--- config.mk ---
export PLATFORM = sky130hd
export DESIGN_NAME = cond_exec_stage
export DESIGN_NICKNAME = d
export VERILOG_FILES = /design/src/rtl/cond_exec_stage.sv
export SDC_FILE = /design/constraint.sdc
export NUM_CORES = 1
export LEC_CHECK = 0
export BUFFER_PORTS_ARGS = -buffer_cell sky130_fd_sc_hd__buf_2
export CELL_PAD_IN_SITES_DETAIL_PLACEMENT = 1
export CELL_PAD_IN_SITES_GLOBAL_PLACEMENT = 1
export CORE_ASPECT_RATIO = 1.25
export CORE_MARGIN = 1.5
export CORE_UTILIZATION = 40
export CTS_BUF_LIST = sky130_fd_sc_hd__clkbuf_4
export CTS_CLUSTER_SIZE = 10
export DETAILED_ROUTE_END_ITERATION = 8
export GPL_ROUTABILITY_DRIVEN = 0
export PLACE_DENSITY_LB_ADDON = 0.1
export REMOVE_ABC_BUFFERS = 1
export SLEW_MARGIN = 10
export SYNTH_ARGS = -nofsm -noshare
export SYNTH_HDL_FRONTEND = slang
export SYNTH_SLANG_ARGS = --single-unit
--- constraint.sdc ---
create_clock -name clk -period 4.05 [get_ports clk]
set_input_delay 0.81 -clock clk [delete_from_list [all_inputs] [get_ports clk]]
set_output_delay 0.81 -clock clk [all_outputs]
set_load 0.02 [all_outputs]
--- src/rtl/cond_exec_stage.sv ---
// EX pipeline register with condition-code qualification: annuls failing instructions,
// updates the status flags on retire and counts annulled instructions.
module cond_exec_stage #(
  parameter int COND_LEN = 4,
  parameter int CNT_W    = 16
) (
  input  logic                clk,
  input  logic                rst,
  input  logic                freeze,
  input  logic                flush,
  input  logic                id_valid,
  input  logic [COND_LEN-1:0] id_cond,
  input  logic                id_s,
  input  logic                id_wb_en,
  input  logic                id_mem_r,
  input  logic                id_mem_w,
  input  logic                id_branch,
  input  logic [3:0]          id_dest,
  input  logic [31:0]         id_val1,
  input  logic [31:0]         id_val2,
  input  logic [3:0]          alu_flags,
  input  logic                cond_state,
  output logic [COND_LEN-1:0] ex_cond,
  output logic [3:0]          status_register,
  output logic                ex_valid,
  output logic                ex_wb_en,
  output logic                ex_mem_r,
  output logic                ex_mem_w,
  output logic                ex_branch,
  output logic [3:0]          ex_dest,
  output logic [31:0]         ex_val1,
  output logic [31:0]         ex_val2,
  output logic [CNT_W-1:0]    kill_count
);

  localparam logic [CNT_W-1:0] KILL_MAX = {CNT_W{1'b1}};
  localparam logic [CNT_W-1:0] KILL_ONE = {{(CNT_W-1){1'b0}}, 1'b1};

  logic                valid_r;
  logic [COND_LEN-1:0] cond_r;
  logic                s_r;
  logic                wb_en_r;
  logic                mem_r_r;
  logic                mem_w_r;
  logic                branch_r;
  logic [3:0]          dest_r;
  logic [31:0]         val1_r;
  logic [31:0]         val2_r;
  logic [3:0]          status_r;
  logic [CNT_W-1:0]    kill_r;
  logic                retire_s;

  // An instruction leaves EX on an unfrozen edge or when flushed out from under a freeze.
  assign retire_s = valid_r & (~freeze | flush);

  // EX register: flush clears, freeze holds, otherwise load from ID.
  always_ff @(posedge clk or negedge rst) begin
    if (!rst) begin
      valid_r  <= 1'b0;
      cond_r   <= {COND_LEN{1'b0}};
      s_r      <= 1'b0;
      wb_en_r  <= 1'b0;
      mem_r_r  <= 1'b0;
      mem_w_r  <= 1'b0;
      branch_r <= 1'b0;
      dest_r   <= 4'h0;
      val1_r   <= 32'h0000_0000;
      val2_r   <= 32'h0000_0000;
    end else if (flush) begin
      valid_r  <= 1'b0;
      cond_r   <= {COND_LEN{1'b0}};
      s_r      <= 1'b0;
      wb_en_r  <= 1'b0;
      mem_r_r  <= 1'b0;
      mem_w_r  <= 1'b0;
      branch_r <= 1'b0;
      dest_r   <= 4'h0;
      val1_r   <= 32'h0000_0000;
      val2_r   <= 32'h0000_0000;
    end else if (!freeze) begin
      valid_r  <= id_valid;
      cond_r   <= id_cond;
      s_r      <= id_s;
      wb_en_r  <= id_wb_en;
      mem_r_r  <= id_mem_r;
      mem_w_r  <= id_mem_w;
      branch_r <= id_branch;
      dest_r   <= id_dest;
      val1_r   <= id_val1;
      val2_r   <= id_val2;
    end else begin
      valid_r  <= valid_r;
      cond_r   <= cond_r;
      s_r      <= s_r;
      wb_en_r  <= wb_en_r;
      mem_r_r  <= mem_r_r;
      mem_w_r  <= mem_w_r;
      branch_r <= branch_r;
      dest_r   <= dest_r;
      val1_r   <= val1_r;
      val2_r   <= val2_r;
    end
  end

  // Flags commit only once, at retire, so a frozen instruction re-evaluates against the old flags.
  always_ff @(posedge clk or negedge rst) begin
    if (!rst) begin
      status_r <= 4'b0000;
    end else if (retire_s && s_r && cond_state) begin
      status_r <= alu_flags;
    end else begin
      status_r <= status_r;
    end
  end

  // Saturating count of instructions annulled by a failed condition.
  always_ff @(posedge clk or negedge rst) begin
    if (!rst) begin
      kill_r <= {CNT_W{1'b0}};
    end else if (retire_s && !cond_state && (kill_r != KILL_MAX)) begin
      kill_r <= kill_r + KILL_ONE;
    end else begin
      kill_r <= kill_r;
    end
  end

  assign ex_cond         = cond_r;
  assign status_register = status_r;
  assign kill_count      = kill_r;
  assign ex_valid        = valid_r & cond_state;
  assign ex_wb_en        = valid_r & wb_en_r & cond_state;
  assign ex_mem_r        = valid_r & mem_r_r & cond_state;
  assign ex_mem_w        = valid_r & mem_w_r & cond_state;
  assign ex_branch       = valid_r & branch_r & cond_state;
  assign ex_dest         = dest_r;
  assign ex_val1         = val1_r;
  assign ex_val2         = val2_r;

endmodule

==> metrics.csv, run 1 <==
metric,value,unit
yosysSeqAreaShare,0.5965,
htreeDepth,3,
antenna_found_initial,0,
r2r_cells,5,
initial_utilization,0.4089,
post_cts_buffers,0,
dr_total_vias,3251,
p_seq_frac,0.559,
synth_top_family_by_area,multiplexers,
ys_seq_elements,98,
yosys_warnings,0,
dpl.cell_count,641,
core-area,10050,um2
cp-startpoint,cond_state,
die_area,10900,um2
routedWlPerCell,16.05,um
regToRegSetupSlack,2200,ps
arrival,1300,ps
drive_above_1_share,0.3977,
clkTransAtPathRegs,130,ps
crit_fanout,6,
crit_path_end_kind,output pin,
antenna_left,0,
final_cell_mix,"181 x buf_2, 98 x dfrtp_1, 83 x nor2_1",
dieWidth,93.68,um
hold_path.class,input port to asynchronous set/reset pin,
crit_end,ex_mem_r,
outcome,completed,
cts_buffers,9,
worstPathRequired,3240,ps
final_common_cell,buf_2,
rows,41,
post-route-drc-count,0,
net-switching-power,0.0005748,W
intPower,0.001392,W
rr_startpoint,kill_count[0]$_DFFE_PN0P_,
p_leak,3.105,nW
grt_max_degree,79,
rsz0062_at_grt,no,
p_sw_frac,0.2923,
synthMuxAreaShare,0.2100,
nets,611,
worst_pin_slew,804.2,ps
setup_tns,0,ps
fin_cells,657,
ios,184,
cts_tree,done,
fin_skew,5.454,ps
track_usage,0.2002,
grt_pass1_wl,16680,um
synth_xor_area_frac,0.02343,
r2r_end,kill_count[1]$_DFFE_PN0P_,
finalHoldViolCount,0,
dpl.hpwl,7822,um
path_class,input port to output pin,
slew_violations,0,
syn_area,4111,um2
synth_simple_gate_area_frac,0.1452,
synth_compound_area_frac,0.002739,
ir_worst_vdd,0.2320,mV
cp-start-kind,input port,
io_buffers,183,
root_buffer,clkbuf_4,
firstDrtPassIters,4,
cts_sinks,98,
grt_overflow,0,
powerDensity,372.5,nW/um2
avgSynthCellArea,12.02,um2
syn_to_final_growth,28.42,%
max_slew_margin,0.4639,
vias_per_cell,4.948,
synth_fa_ha_area_frac,0.003043,
first_global_vias,3239,
first_iter_violations,108,
fin_crit_sh,0.5210,
clock.fmax,0.4739,GHz
clkPwrFrac,0.253,
ctsResizeCount,0,
antenna_cells,0,
hold_buffers,0,
drv_cap,0,
drt_wl_total,10540,um
die_h,116.4,um
finalCriticalPeriod,2110,ps
synthCells,342,
synth_cell_types,27,
power_frac_comb,0.188,
cts_buffer_depth,2,
clk_latency,430,ps
setup_viol,0,
## power groups by stage
stage | clock (W) | combinational [W] | sequential [W]
6_report | 0.000497 | 0.000370 | 0.00110
3_5_place_dp | 0 | 0.000377 | 0.00112
5_1_grt | 0.000558 | 0.000406 | 0.00111
4_1_cts | 0.000520 | 0.000378 | 0.00110
2_1_floorplan | 0 | 0.000104 | 0.00119
3_3_place_gp | 0 | 0.000367 | 0.00112
## layout make-up
type                            count  area (um2)
Fill cell                        1176        4775
Sequential cell                    98        2452
Multi-Input combinational cell    226        1580
Timing Repair Buffer              188       958.4
Tap cell                          129       161.4
Clock buffer                       11       82.58
Clock inverter                      5       45.04
## synth_stat cells, drive strengths merged
master,count,area share
and4,1,0.0021
dfrtp,98,0.60
ha,1,0.0030
a31oi,1,0.0015
xor2,11,0.023
nand2b,2,0.0030
nor2,84,0.077
nand3b,1,0.0018
nand3,3,0.0037
a21oi,1,0.0012
nand2,8,0.0073
buf,9,0.011
and2,1,0.0015
nor4b,1,0.0021
and2b,1,0.0018
and3,7,0.011
nor3,5,0.0061
nor4,4,0.0097
nand4,7,0.014
mux2,7,0.020
nor3b,2,0.0037
mux2i,78,0.19
clkbuf,9,0.0082
## critical path: stages
cell	delay [ps]
buf_2	150
and3_1	170
buf_2	170
## how the worst min path moves through the flow
stage	cells after the start	to	start	slack (ps)
final	1	ex_val1[20]$_DFFE_PN0P_	rst	390
after floorplan	2	wb_en_r$_DFFE_PN0P_	wb_en_r$_DFFE_PN0P_	480
after global placement	1	status_register[2]$_DFFE_PN0P_	status_register[2]$_DFFE_PN0P_	490
after global routing	1	ex_val1[20]$_DFFE_PN0P_	rst	400
after CTS	1	ex_dest[3]$_DFFE_PN0P_	rst	380
after detailed placement	1	status_register[3]$_DFFE_PN0P_	status_register[3]$_DFFE_PN0P_	490
## logic make-up after synthesis
family / after synthesis
mux: 85
simple gates: 127
fa+ha+maj: 1
flops: 98
buf+inv: 18
compound gates: 2
xor+xnor: 11
## metrics by stage
stage | util | total power, W | area [um2] | setup slack, ps | hold WS [ps]
2_1_floorplan | - | 0.001298 | 4033 | 2177 | 480.8
3_3_place_gp | 0.5124 | 0.001483 | 5152 | 1959 | 488.0
3_5_place_dp | 0.5124 | 0.001497 | 5152 | 1934 | 494.7
4_1_cts | 0.5251 | 0.001999 | 5280 | 1899 | 378.7
5_1_grt | 0.5251 | 0.002076 | 5280 | 1851 | 400.2
6_report | 0.5251 | 0.001967 | 5280 | 1940 | 387.6
## registers in the layout, summed over array words and instances (netlist names)
register         flops
branch_r             1
kill_count          16
ex_cond              4
mem_r_r              1
status_register      4
ex_dest              4
s_r                  1
valid_r              1
wb_en_r              1
mem_w_r              1
ex_val2             32
ex_val1             32
## routing by layer
metal / up-vias / global-route usage / wire length, um
li1: 1525 / - / -
met1: 1601 / 0.2538 / 4301
met2: 107 / 0.3377 / 5447
met3: 18 / 0.02995 / 547
met4: 0 / 0.09453 / 248
met5: - / 0 / 0
Note: power is estimated with default switching activity, not from simulation.
==> inputs of run 2 (changes only) <==
- ABC_AREA: not set -> 1
- CORE_UTILIZATION: 40 -> 31
- clock period: 4.05 -> 1.8 ns (I/O delays scaled with it)
==> run 2 against run 1 <==
Against the previous run:
- via count rose by 26%
- first-iteration DRC count rose by 58%
- routed wire length is 28% higher
- worst setup slack worse by 1800 ps
- hold slack worse by 270 ps
- final cell count grew 33%
- highest routed layer is now met5
- design area grew 5.7%
==> metrics.csv, run 2 <==
metric,value,unit
outcome,completed,
synth_most_common_cell,nand2_1,
worstPathRequired,1440,ps
min-delay-start,id_val2[4],
grt_max_degree,99,
cp-start-kind,flop,
synth_top_area_frac,0.5713,
clkTransAtPathRegs,150,ps
root_buffer,clkbuf_4,
path_class,flop to output pin,
htreeDepth,3,
first_global_vias,4346,
drive_above_1_share,0.3115,
synth_cell_types,22,
antenna_found_initial,3,
track_usage,0.1936,
routedWlPerCell,15.35,um
slew_violations,0,
setup_slack,111.3,ps
fin_crit_sh,0.9382,
holdWs,118.2,ps
synthTopCellsByArea,"dfrtp_1 57%, nand2_1 19%, nand3_1 11%",
fin_util,0.4162,
ios,184,
slowest_delay,400,ps
final_cell_mix,"213 x nand2_1, 182 x buf_2, 98 x dfrtp_1",
cp-startpoint,valid_r$_DFFE_PN0P_,
clock.fmax,0.5922,GHz
nets,786,
finalHoldViolCount,0,
post-route-drc-count,0,
yosys_warnings,0,
avgSynthCellArea,8.256,um2
synth_top_flop_cell,dfrtp_1,
async_reset_ff_frac,1.000,
crit_fanout,5,
fillers,1738,
finalCriticalPeriod,1689,ps
cts_sinks,98,
setup_viol,0,
cts_tree,done,
arrival,1330,ps
ir_worst_vdd,0.4066,mV
syn_area,4293,um2
antenna_left,0,
cts_buffer_depth,2,
dieWidth,108.3,um
powerDensity,870.2,nW/um2
rows,47,
dp_slack,-68.28,ps
max_slew_margin,0.4163,
grt_overflow,0,
firstDrtPassIters,4,
die_area,14570,um2
crit_path_end_kind,output pin,
vias_per_cell,4.668,
syn_to_final_growth,29.99,%
drt_wl_total,13450,um
rr_startpoint,kill_count[1]$_DFFE_PN0P_,
p_leak,3.248,nW
grt_pass1_wl,21860,um
dpl.hpwl,9501,um
initial_utilization,0.3202,
slowest_stage,dfrtp_1,
synth_edf_count,0,
dr_total_vias,4089,
yosysSeqAreaShare,0.5713,
synth_top_cell_by_area,dfrtp_1,
ys_seq_elements,98,
clk_latency,460,ps
hold_path.class,input port to flop,
worst_pin_slew,875.6,ps
synth_common_cells,"213 x nand2_1, 98 x dfrtp_1, 92 x nand3_1",
fin_skew,6.219,ps
synthCells,520,
drv_cap,0,
io_buffers,183,
path_cells,nand2_1 -> nor2_1 -> buf_2,
core-area,13410,um2
cts_buffers,9,
first_iter_violations,171,
die_h,134.6,um
final_common_cell,nand2_1,
power,0.004856,W
rsz0062_at_grt,no,
==> run 2: worst max-delay path: cells and delay by family, from the launching register on <==
| kind | cells | cell delay, ps |
|---|---|---|
| flip-flops | 1 | 400 |
| buffers and inverters | 1 | 180 |
| AND/OR/NAND/NOR | 2 | 290 |
==> run 2: kinds of logic after synthesis <==
family | share of synthesized area
simple gates | 0.3393
flops | 0.5713
buf+inv | 0.05333
compound gates | 0.02302
xor+xnor | 0.01020
fa+ha+maj | 0.002914
==> run 2: cell type report <==
| cell class | count | area [um2] | share of cell area |
|---|---|---|---|
| Timing Repair Buffer | 192 | 1013 | 0.1816 |
| Antenna cell | 2 | 5.005 | 0.0008969 |
| Clock buffer | 10 | 75.07 | 0.01345 |
| Multi-Input combinational cell | 366 | 1624 | 0.2910 |
| Sequential cell | 98 | 2452 | 0.4395 |
| Tap cell | 171 | 214.0 | 0.03834 |
| Clock inverter | 6 | 80.08 | 0.01435 |
| Inverter | 31 | 116.4 | 0.02085 |
==> run 2: path summary, 6_finish.rpt <==
| kind | end | slack [ps] | cells past startpoint |
|---|---|---|---|
| min reg2reg | ex_val1[2]$_DFFE_PN0P_ | 480 | 2 |
| max reg2reg | kill_count[7]$_DFFE_PN0P_ | 180 | 8 |
| min in group asynchronous | kill_count[5]$_DFFE_PN0P_ | 450 | 3 |
| max in group asynchronous | ex_val1[6]$_DFFE_PN0P_ | 880 | 3 |
| min | ex_val2[4]$_DFFE_PN0P_ | 120 | 3 |
| max | ex_wb_en | 110 | 3 |
==> run 2: per-layer routing <==
| layer | share of wire | GRT usage | wire, um | vias up |
|---|---|---|---|---|
| li1 | - | - | - | 1995 |
| met1 | 0.40 | 0.2245 | 5382 | 1966 |
| met2 | 0.51 | 0.3284 | 6892 | 105 |
| met3 | 0.062 | 0.05743 | 836 | 21 |
| met4 | 0.024 | 0.08626 | 325 | 2 |
| met5 | 0.00097 | 0 | 13 | - |
==> run 2: what timing repair did <==
action / CTS / global route
endpoints found under the setup margin: 10 / 0
hold endpoints to repair: 98 / 0
hold buffers: 1 / 0
resized for setup: 1 / 0
setup buffers: 0 / 0
==> run 2: power by group <==
part	switching, W	internal [W]	leakage, nW	total (W)
registers	0.000143	0.00237	1.30	0.00251
clock network	0.000761	0.000572	0.0835	0.00133
logic	0.000660	0.000347	1.87	0.00101
total	0.00156	0.00329	3.25	0.00486
==> run 2: per-stage QoR <==
step | instance area (um2) | cells | TNS, ps
after floorplan | 4180 | 495 | -161860
after detailed placement | 5405 | 857 | -309.2
after global routing | 5580 | 876 | 0
after CTS | 5575 | 874 | 0
final | 5580 | 876 | 0
after global placement | 5405 | 857 | -1.618
==> inputs of run 3 (changes only) <==
==> constraint.sdc (replaced) <==
create_clock -name clk -period 1.8 [get_ports clk]
set_input_delay 0.09 -clock clk [delete_from_list [all_inputs] [get_ports clk]]
set_output_delay 0.09 -clock clk [all_outputs]
set_load 0.02 [all_outputs]
==> run 3 against run 2 <==
Against the previous run:
- combinational power rose by 17%
- critical path depth rose by 5
- clock skew rose by 18 ps
- fmax rose by 4.3%
- final cell count rose by 9.5%
- sequential share of layout area fell by 5.8 points
- register-to-register slack barely moved
- die area did not move
- non-clock buffer count rose by 84
- core utilization rose by 6.3 points
- critical path type is now flop to flop
==> metrics.csv, run 3 (synthesis results as in run 2) <==
metric,value,unit
ir_worst_vdd,0.4468,mV
grt_overflow,0,
clock.fmax,0.6176,GHz
ios,184,
path_class,flop to flop,
setup_viol,0,
design_area,6421,um2
clk_latency,440,ps
cts_tree,done,
hold_path.class,input port to asynchronous set/reset pin,
dr_total_vias,4487,
crit_path_end_kind,flop,
r2r_cells,8,
fin_crit_sh,0.8996,
die_area,14570,um2
worst_pin_slew,854.2,ps
htreeDepth,3,
arrival,1980,ps
first_global_vias,4946,
syn_to_final_growth,49.58,%
root_buffer,clkbuf_4,
fin_cells,959,
p_leak,3.601,nW
rsz0062_at_grt,no,
post-route-drc-count,0,
dieWidth,108.3,um
vias_per_cell,4.679,
first_iter_violations,151,
power,0.004903,W
worstPathRequired,2160,ps
die_h,134.6,um
dp_slack,-69.40,ps
track_usage,0.2155,
clkTransAtPathRegs,160,ps
dpl.cell_count,859,
nets,870,
finalCriticalPeriod,1619,ps
io_buffers,183,
regToRegSetupSlack,180,ps
final_cell_mix,"213 x nand2_1, 182 x buf_2, 98 x dfrtp_1",
cp-start-kind,flop,
routedWlPerCell,15.60,um
rows,47,
cp-startpoint,kill_count[1]$_DFFE_PN0P_,
grt_pass1_wl,24290,um
setup_slack,180.7,ps
cts_buffers,9,
cts_buffer_depth,2,
antenna_found_initial,2,
core-area,13410,um2
crit_fanout,15,
cts_sinks,98,
holdWs,142.9,ps
antenna_left,0,
powerDensity,763.6,nW/um2
drt_wl_total,14960,um
max_slew_margin,0.4306,
fin_skew,24.67,ps
drive_above_1_share,0.2821,
finalHoldViolCount,0,
slew_violations,0,
outcome,completed,
drv_cap,0,
dpl.hpwl,9920,um
final_common_cell,nand2_1,
rr_startpoint,kill_count[1]$_DFFE_PN0P_,
firstDrtPassIters,4,
place_area,5445,um2
grt_max_degree,79,
initial_utilization,0.3202,
-- run 3: routing by layer --
layer	part of all wire	GRT usage	wire, um
met2	0.54	0.3956	8006
met3	0.051	0.05743	760
met5	0.00087	0	13
met1	0.39	0.2364	5806
met4	0.025	0.07529	372
-- run 3: stage by stage --
| step | utilization | setup TNS, ps |
|---|---|---|
| 2_1_floorplan | - | -135400 |
| 3_3_place_gp | 0.4061 | -8.561 |
| 3_5_place_dp | 0.4061 | -486.5 |
| 4_1_cts | 0.4787 | 0 |
| 5_1_grt | 0.4789 | 0 |
| 6_report | 0.4789 | 0 |
-- run 3: layout make-up --
type | count | area, um2
well taps | 171 | 214.0
clock buffers | 11 | 82.58
repair buffers | 276 | 1874
diodes | 1 | 2.502
flip-flops and latches | 98 | 2452
fillers | 1662 | 6987
multi-input cells | 366 | 1624
clock inverters | 5 | 55.05
inverters | 31 | 116.4
-- run 3: where the power goes --
part | total [W] | switching, W | leakage (nW) | internal (W)
sequential | 0.00251 | 0.000138 | 1.30 | 0.00237
clock | 0.00121 | 0.000754 | 0.0761 | 0.000454
combinational | 0.00118 | 0.000707 | 2.23 | 0.000478
total | 0.00490 | 0.00160 | 3.60 | 0.00330
-- run 3: critical path: stages, from the launching register on --
cell and delay, ps:
dfrtp_1 440, ha_1 260, inv_1 110, nor2_4 60
nand2_2 80, nor2_4 50, nor2_4 350, nand2_1 130
o21ai_2 70
-- run 3: final timing paths --
| path | to |
|---|---|
| setup / recovery | kill_count[7]$_DFFE_PN0P_ |
| hold / removal | kill_count[13]$_DFFE_PN0P_ |
| setup reg to reg | kill_count[7]$_DFFE_PN0P_ |
| hold reg to reg | ex_val2[25]$_DFFE_PN0P_ |
| max in group asynchronous | ex_val2[4]$_DFFE_PN0P_ |
| min in group clk | ex_val2[21]$_DFFE_PN0P_ |
-- run 3: repair_timing --
action	in CTS	in global routing
hold buffers	83	0
gates resized for setup	1	0
endpoints found under the setup margin	10	0
setup buffers	0	0
endpoints found under the hold margin	118	0
